==> src/rtl/pc_unit.sv <==
// Program counter for the fetch stage: sequential fetch, stall hold, flush redirect
// and a one-entry pending-branch buffer. Define PC_ALIGN_CHECK_EN to trap misaligned targets.
module pc_unit #(
  parameter int unsigned        ADDR_W       = 32,
  parameter int unsigned        STALL_W      = 6,
  parameter logic [ADDR_W-1:0]  RESET_VECTOR = '0,
  parameter logic [ADDR_W-1:0]  EXC_VECTOR   = ADDR_W'(32'h0000_0040)
) (
  input  logic               clk,
  input  logic               rst,
  input  logic [STALL_W-1:0] stall,
  input  logic               branch_flag,
  input  logic [ADDR_W-1:0]  branch_target,
  input  logic               flush,
  input  logic [ADDR_W-1:0]  flush_target,
  output logic [ADDR_W-1:0]  pc,
  output logic [ADDR_W-1:0]  pc_plus4,
  output logic               ce,
  output logic               branch_pending,
  output logic               misalign
);

  localparam int unsigned PC_STEP = 4;

  logic              ce_q, ce_d;
  logic [ADDR_W-1:0] pc_q, pc_d;
  logic              pend_q, pend_d;
  logic [ADDR_W-1:0] pend_tgt_q, pend_tgt_d;
  logic              misalign_q, misalign_d;
  logic              load_c;
  logic [ADDR_W-1:0] load_tgt_c;
  logic [ADDR_W-1:0] pc_plus4_c;

  // Only stall[0] matters here; the remaining bits belong to later stages.
  logic unused_stall;
  assign unused_stall = ^stall;

  assign pc_plus4_c = pc_q + ADDR_W'(PC_STEP);

  always_ff @(posedge clk or negedge rst) begin
    if (!rst) begin
      ce_q       <= 1'b0;
      pc_q       <= RESET_VECTOR;
      pend_q     <= 1'b0;
      pend_tgt_q <= '0;
      misalign_q <= 1'b0;
    end else begin
      ce_q       <= ce_d;
      pc_q       <= pc_d;
      pend_q     <= pend_d;
      pend_tgt_q <= pend_tgt_d;
      misalign_q <= misalign_d;
    end
  end

  // Priority: flush, stalled branch capture, stall hold, live branch, pending branch, pc+4.
  always_comb begin
    ce_d       = 1'b1;
    pc_d       = pc_q;
    pend_d     = pend_q;
    pend_tgt_d = pend_tgt_q;
    misalign_d = 1'b0;
    load_c     = 1'b0;
    load_tgt_c = '0;
    if (!ce_q) begin
      pc_d       = RESET_VECTOR;
      pend_d     = 1'b0;
      pend_tgt_d = '0;
    end else if (flush) begin
      load_c     = 1'b1;
      load_tgt_c = flush_target;
      pend_d     = 1'b0;
      pend_tgt_d = '0;
    end else if (stall[0]) begin
      if (branch_flag) begin
        pend_d     = 1'b1;
        pend_tgt_d = branch_target;
      end
    end else if (branch_flag) begin
      load_c     = 1'b1;
      load_tgt_c = branch_target;
      pend_d     = 1'b0;
      pend_tgt_d = '0;
    end else if (pend_q) begin
      load_c     = 1'b1;
      load_tgt_c = pend_tgt_q;
      pend_d     = 1'b0;
      pend_tgt_d = '0;
    end else begin
      pc_d = pc_plus4_c;
    end

    if (load_c) begin
`ifdef PC_ALIGN_CHECK_EN
      if (load_tgt_c[1:0] != 2'b00) begin
        pc_d       = EXC_VECTOR;
        misalign_d = 1'b1;
      end else begin
        pc_d = load_tgt_c;
      end
`else
      pc_d = load_tgt_c;
`endif
    end
  end

`ifndef PC_ALIGN_CHECK_EN
  logic unused_exc;
  assign unused_exc = ^EXC_VECTOR;
`endif

  assign pc             = pc_q;
  assign pc_plus4       = pc_plus4_c;
  assign ce             = ce_q;
  assign branch_pending = pend_q;
  assign misalign       = misalign_q;

endmodule
==> config.mk <==
export PLATFORM = sky130hd
export DESIGN_NAME = pc_unit
export DESIGN_NICKNAME = d
export VERILOG_FILES = /design/src/rtl/pc_unit.sv
export SDC_FILE = /design/constraint.sdc
export NUM_CORES = 1
export LEC_CHECK = 0
export CORE_MARGIN = 5
export CORE_UTILIZATION = 32
export DETAILED_ROUTE_END_ITERATION = 10
export PLACE_DENSITY = 0.64
export SLEW_MARGIN = 20
export SYNTH_ARGS = -nofsm -noshare
export SYNTH_HDL_FRONTEND = slang
export SYNTH_SLANG_ARGS = --single-unit
==> constraint.sdc <==
create_clock -name clk -period 2.5 [get_ports clk]
set_input_delay 0.375 -clock clk [delete_from_list [all_inputs] [get_ports clk]]
set_output_delay 0.375 -clock clk [all_outputs]
set_load 0.005 [all_outputs]
==> out/results.tsv, run 1 <==
metric	value	unit
status	complete, no violations	
critPathMaxStageDelay	0.35	ns
path_cells	buf_4 -> and4_4 -> and4_4 -> buf_4 -> and3_4 -> xor2_1 -> dlygate4sd2_1	
min_path_type	in -> async	
max_freq	415.4	MHz
yosys-top-cells-area	dfrtp_1 (40%), a22o_1 (9.9%), a22oi_1 (5.8%)	
synth_top_area_cell	dfrtp_1	
period_needed	2.407	ns
ys_types	48	
syn_area_per_cell	9.357	µm²
portBuffers	134	
fp.dieW	123.8	µm
antenna_found_initial	0	
first_iter_violations	326	
stdcell_area	0.006551	mm²
wl	14.88	mm
p_leak	3.024	nW
startpoint_type	register	
ys_async_sr_fraction	1.000	
ant_nets	0	
power	2.991	mW
core-area	0.01267	mm²
die_h	123.8	µm
tritoncts	yes	
root_buffer	clkbuf_16	
grt_max_degree	32	
grt_pass1_wl	22.74	mm
ir_worst_vdd	247.7	µV
cp_max_fo	5	
syn_area	0.004145	mm²
arrival	2.03	ns
routabilityCongestion	0.8893	
first_pass_iters	5	
clock-sinks	66	
area_delta_synth_final	58.04	%
clkLatencyLatePin	0.33	ns
utilization	0.5170	
crit_slowest_cell	dfrtp_1	
clkPwrFrac	0.397	
cp.required	2.12	ns
synth_top_area_share	0.3984	
skew	0.005453	ns
postPlaceCellArea	0.005978	mm²
maxSlewHeadroom	0.3950	
setup_violations	0	
synth_fp_nets	518	
setup.worst_path.end_class	output port	
power.switching	847.1	µW
first_global_vias	4227	
finalNetCount	701	
synthCells	443	
h-tree-depth	3	
ys.flop_type	dfrtp_1	
switching_share	0.2832	
viasPerCell	5.421	
wl_per_cell	18.53	µm
tns	0	ns
dp_hpwl	11.10	mm
yosysSeqAreaShare	0.3984	
yosysMostFrequentCell	dfrtp_1	
grt_usage	0.1913	
ys_warn_count	0	
n_antenna_cell	0	
post-route-drc-count	0	
vias	4353	
p_per_area	456.6	mW/mm²
clk_pin_slew	0.06	ns
drv_cap	0	
maxSlewViolCount	0	
p_comb_frac	0.217	
crit_type	reg -> out	
ios	141	
timing.final.crit_share	0.9629	
grt_remaining_overflow	0	
power_frac_seq	0.387	
layout.cells.non_filler	803	
synth.ff_latch_count	66	
start_util	0.3271	
row_count	41	
tightest_slew	0.9042	ns
intPower	2.144	mW
fp.dieArea	0.01533	mm²
yosys-top-cells-count	dfrtp_1 (66), a22o_1 (47), nor2_1 (43)	
rsz0062_at_grt	true	
synth-edff-count	0	
placed_cells	763	
cts_buffers	9	
drive_above_1_share	0.2187	
clock_path_buffers	2	
finalHoldViolations	0	
[kinds of logic (layout without fill, tap and decap cells)]
kind of cell,after synthesis,after routing,share of synthesized area
DFF,66,66,0.3984
adders and majority gates,1,1,0.003018
other,2,2,0.001812
AOI/OAI and AO/OA,161,161,0.2916
and+or+nand+nor,138,138,0.1953
xor gates and xnor gates,28,28,0.05916
buffers and inverters,47,235,0.05071
[timing repair]
item,in CTS,in global routing
endpoints found under the setup margin,23,12
gates cloned,0,0
pin swaps,12,13
resized for setup,53,21
setup buffers,18,6
hold buffers,0,0
[metal layers]
layer	track usage	vias to the layer above	share of wire
met1	0.2578	2120	0.43
li1	-	2029	-
met3	0.02725	20	0.060
met4	0.07197	0	0.022
met5	0	-	0
met2	0.3116	184	0.49
[power groups by stage]
stage	logic (mW)	clock network [mW]	registers [mW]
after global routing	0.697	1.25	1.16
final	0.648	1.19	1.16
after detailed placement	0.661	0	1.17
after global placement	0.651	0	1.17
after floorplan	0.226	0	1.19
after CTS	0.648	1.20	1.16
[state kept, by name, summed over array words and instances (netlist names)]
| signal | count |
|---|---|
| pc | 32 |
| pend_tgt_q | 32 |
| branch_pending | 1 |
| ce | 1 |
[metrics by stage]
step                      setup WS (ns)  hold slack (ns)
final                           0.09277          0.07098
after global routing          -0.006776           0.1191
after CTS                      -0.09460          0.08773
after detailed placement       0.009082           0.4481
after global placement          0.05076           0.4421
after floorplan                  0.4347          0.07941
[worst max-delay path, delay by kind of cell (launching register included)]
kind,cells,cell delay [ns]
flops,1,0.35
xor+xnor,1,0.14
simple gates,3,0.70
buf+inv,3,0.52
[final timing paths]
path | from | endpoint | slack (ns) | cells after the start
min | rst | pc[11] | 0.07 | 1
max | pc[2] | pc_plus4[17] | 0.09 | 7
max in group asynchronous | rst | pend_tgt_q[24] | 1.69 | 2
min reg2reg | pend_tgt_q[7] | pend_tgt_q[7] | 0.50 | 1
min in group clk | pend_tgt_q[7] | pend_tgt_q[7] | 0.50 | 1
max reg2reg | pc[12] | pc[30] | 0.36 | 10
[layout by cell type, fill, tap and decap left out, drive strengths merged, types with 2 or more instances in the layout]
master	Yosys	layout
a21oi	9	9
o21ai	37	37
dlygate4sd2	0	13
clkinvlp	0	3
dfrtp	66	66
xnor2	10	10
nand4	5	5
a221o	17	17
nand3	11	11
and4	8	8
o21a	2	2
nor2	46	46
inv	6	8
conb	2	2
buf	18	83
clkinv	0	2
a22o	47	47
o221ai	3	3
nor4	6	6
clkdlybuf4s15	0	3
nor3	9	9
and2	5	5
xor2	18	18
o311ai	5	5
nand2	37	37
nor2b	5	5
a22oi	32	32
a221oi	4	4
clkdlybuf4s50	0	111
a31oi	2	2
clkbuf	23	11
[layout make-up]
type | count | area, µm²
clock buffer | 9 | 225.2
clock inverter | 7 | 53.80
fill | 1173 | 6120
inverter | 6 | 22.52
multi-input combinational | 330 | 2407
sequential | 66 | 1652
tap | 172 | 215.2
timing repair buffer | 213 | 1976
Note: power is estimated with default switching activity, not from simulation.
==> inputs of run 2 (changes only) <==
Settings changed: CELL_PAD_IN_SITES_DETAIL_PLACEMENT from default to 0, CELL_PAD_IN_SITES_GLOBAL_PLACEMENT from default to 1, PLACE_DENSITY 0.64 to 0.81.
==> out/results.tsv, run 2 (same netlist as run 1, synthesis figures left out) <==
metric	value	unit	change
antenna_found_initial	0		unchanged
grt_pass1_wl	22.60	mm	-0.58%
layout.cells.non_filler	800		-0.37%
post-route-drc-count	0		unchanged
cts_buffers	9		unchanged
utilization	0.5232		+0.006122
postPlaceCellArea	0.006013	mm²	+0.59%
setup_slack	0.07663	ns	-0.01614 ns
vias	4286		-1.5%
setup_violations	0		unchanged
ir_worst_vdd	347.9	µV	+40%
setup.worst_path.end_class	output port		
maxSlewHeadroom	0.3371		-0.05788
tns	0	ns	unchanged
finalHoldViolations	0		unchanged
grt_remaining_overflow	0		unchanged
start_util	0.3271		unchanged
cp.required	2.12	ns	about the same
first_iter_violations	254		-22%
r2r-start	pc[3]		
n_antenna_cell	0		unchanged
m1WireLength	6.462	mm	+1.2%
root_buffer	clkbuf_16		
layout_common_cells	clkdlybuf4s50_1 (112), buf_4 (68), dfrtp_1 (66)		
drv_cap	0		unchanged
ant_nets	0		unchanged
h-tree-depth	3		unchanged
wl	14.50	mm	-2.6%
finalNetCount	698		-0.43%
p_per_area	487.8	mW/mm²	+6.8%
wl_per_cell	18.12	µm	-2.2%
dp_hpwl	10.83	mm	-2.4%
first_global_vias	4180		-1.1%
rsz0062_at_grt	true		
area_delta_synth_final	59.92	%	
fill_cells	1163		-0.85%
portBuffers	134		unchanged
p_leak	3.120	nW	+3.2%
row_count	41		unchanged
min_path_type	in -> async		
pre_cts_slack	0.0004994	ns	-0.008583 ns
maxSlewViolCount	0		unchanged
clock_path_buffers	2		unchanged
fp.dieArea	0.01533	mm²	unchanged
tritoncts	yes		
cp_max_fo	5		unchanged
status	complete, no violations		
startpoint_type	register		
drive_above_1_share	0.2197		+0.001045
viasPerCell	5.358		-1.2%
wl_met3	882	µm	-1.1%
grt_usage	0.1877		-0.003635
dr_wl_met2	6.921	mm	-4.9%
fp.dieW	123.8	µm	unchanged
arrival	2.05	ns	+0.02 ns
max_freq	412.6	MHz	-0.67%
clock-sinks	66		unchanged
timing.final.crit_share	0.9693		+0.006454
core-area	0.01267	mm²	unchanged
highest_layer	met4		
placed_cells	766		+0.39%
first_pass_iters	5		unchanged
final_common_cell	clkdlybuf4s50_1		
clk_pin_slew	0.06	ns	about the same
period_needed	2.423	ns	+0.01614 ns
tightest_slew	0.9907	ns	+0.08651 ns
crit_type	reg -> out		
clkLatencyLatePin	0.32	ns	about the same
routabilityCongestion	0.8807		-0.97%
critPathLaunch	pc[3]		
cts_hold_buffers	0		unchanged
ios	141		unchanged
stdcell_area	0.006629	mm²	+1.2%
grt_max_degree	32		unchanged
die_h	123.8	µm	unchanged
skew	0.007685	ns	+0.002233 ns
==> run 2: changes by cell type in the layout (fill, tap and decap cells not counted), sizes merged <==
cell and change:
dlymetal6s2s +4, clkbuf +5, buf -5, bufinv +2, dlygate4sd2 -4, clkinv -1
inv -2, clkdlybuf4s15 -1, clkinvlp -2, clkdlybuf4s50 +1
==> run 2: through the flow <==
stage	power, mW	hold slack [ns]
finish	3.233	0.08751
global route	3.364	0.1288
CTS	3.249	0.1037
detailed placement	1.838	0.4498
global placement	1.827	0.4390
floorplan	1.414	0.07941
==> run 2: final timing paths <==
check / endpoint / slack [ns] / cells after the start
setup reg to reg: pc[18] / 0.45 / 9
min in group clk: pend_tgt_q[17] / 0.50 / 1
setup / recovery: pc_plus4[18] / 0.08 / 9
max in group asynchronous: pc[0] / 1.66 / 2
hold reg to reg: pend_tgt_q[17] / 0.50 / 1
hold / removal: pc[11] / 0.09 / 1
==> run 2: timing repair <==
item                       in CTS  in global routing
buffers inserted                9                  9
resized for setup              43                 27
pin swaps                       8                 10
setup endpoints to repair      23                 11
==> run 2: worst max-delay path: stages (launching register included) <==
cell	delay, ns
dfrtp_1	0.35
ha_2	0.18
and4_4	0.25
nand3_4	0.13
buf_12	0.17
buf_4	0.14
nor2_4	0.12
buf_6	0.12
xor2_1	0.13
buf_2	0.12
==> run 2: cell type report <==
cell class	instances	area, µm²	area share
flip-flops and latches	66	1652	0.2491
clock inverters	4	72.57	0.01095
well taps	172	215.2	0.03247
multi-input cells	330	2435	0.3673
clock buffers	12	266.5	0.04020
inverters	6	22.52	0.003398
repair buffers	210	1966	0.2965
==> run 2: metal layers <==
layer  global-route usage  up-vias
met5                    0        -
met4              0.05190        0
met3              0.03451       16
met2               0.2940      162
met1               0.2655     2081
li1                     -     2027
==> run 2: where the power goes <==
group	switching [mW]	total (mW)	internal [mW]
Sequential	0.0423	1.16	1.11
Combinational	0.293	0.655	0.362
Clock	0.467	1.42	0.953
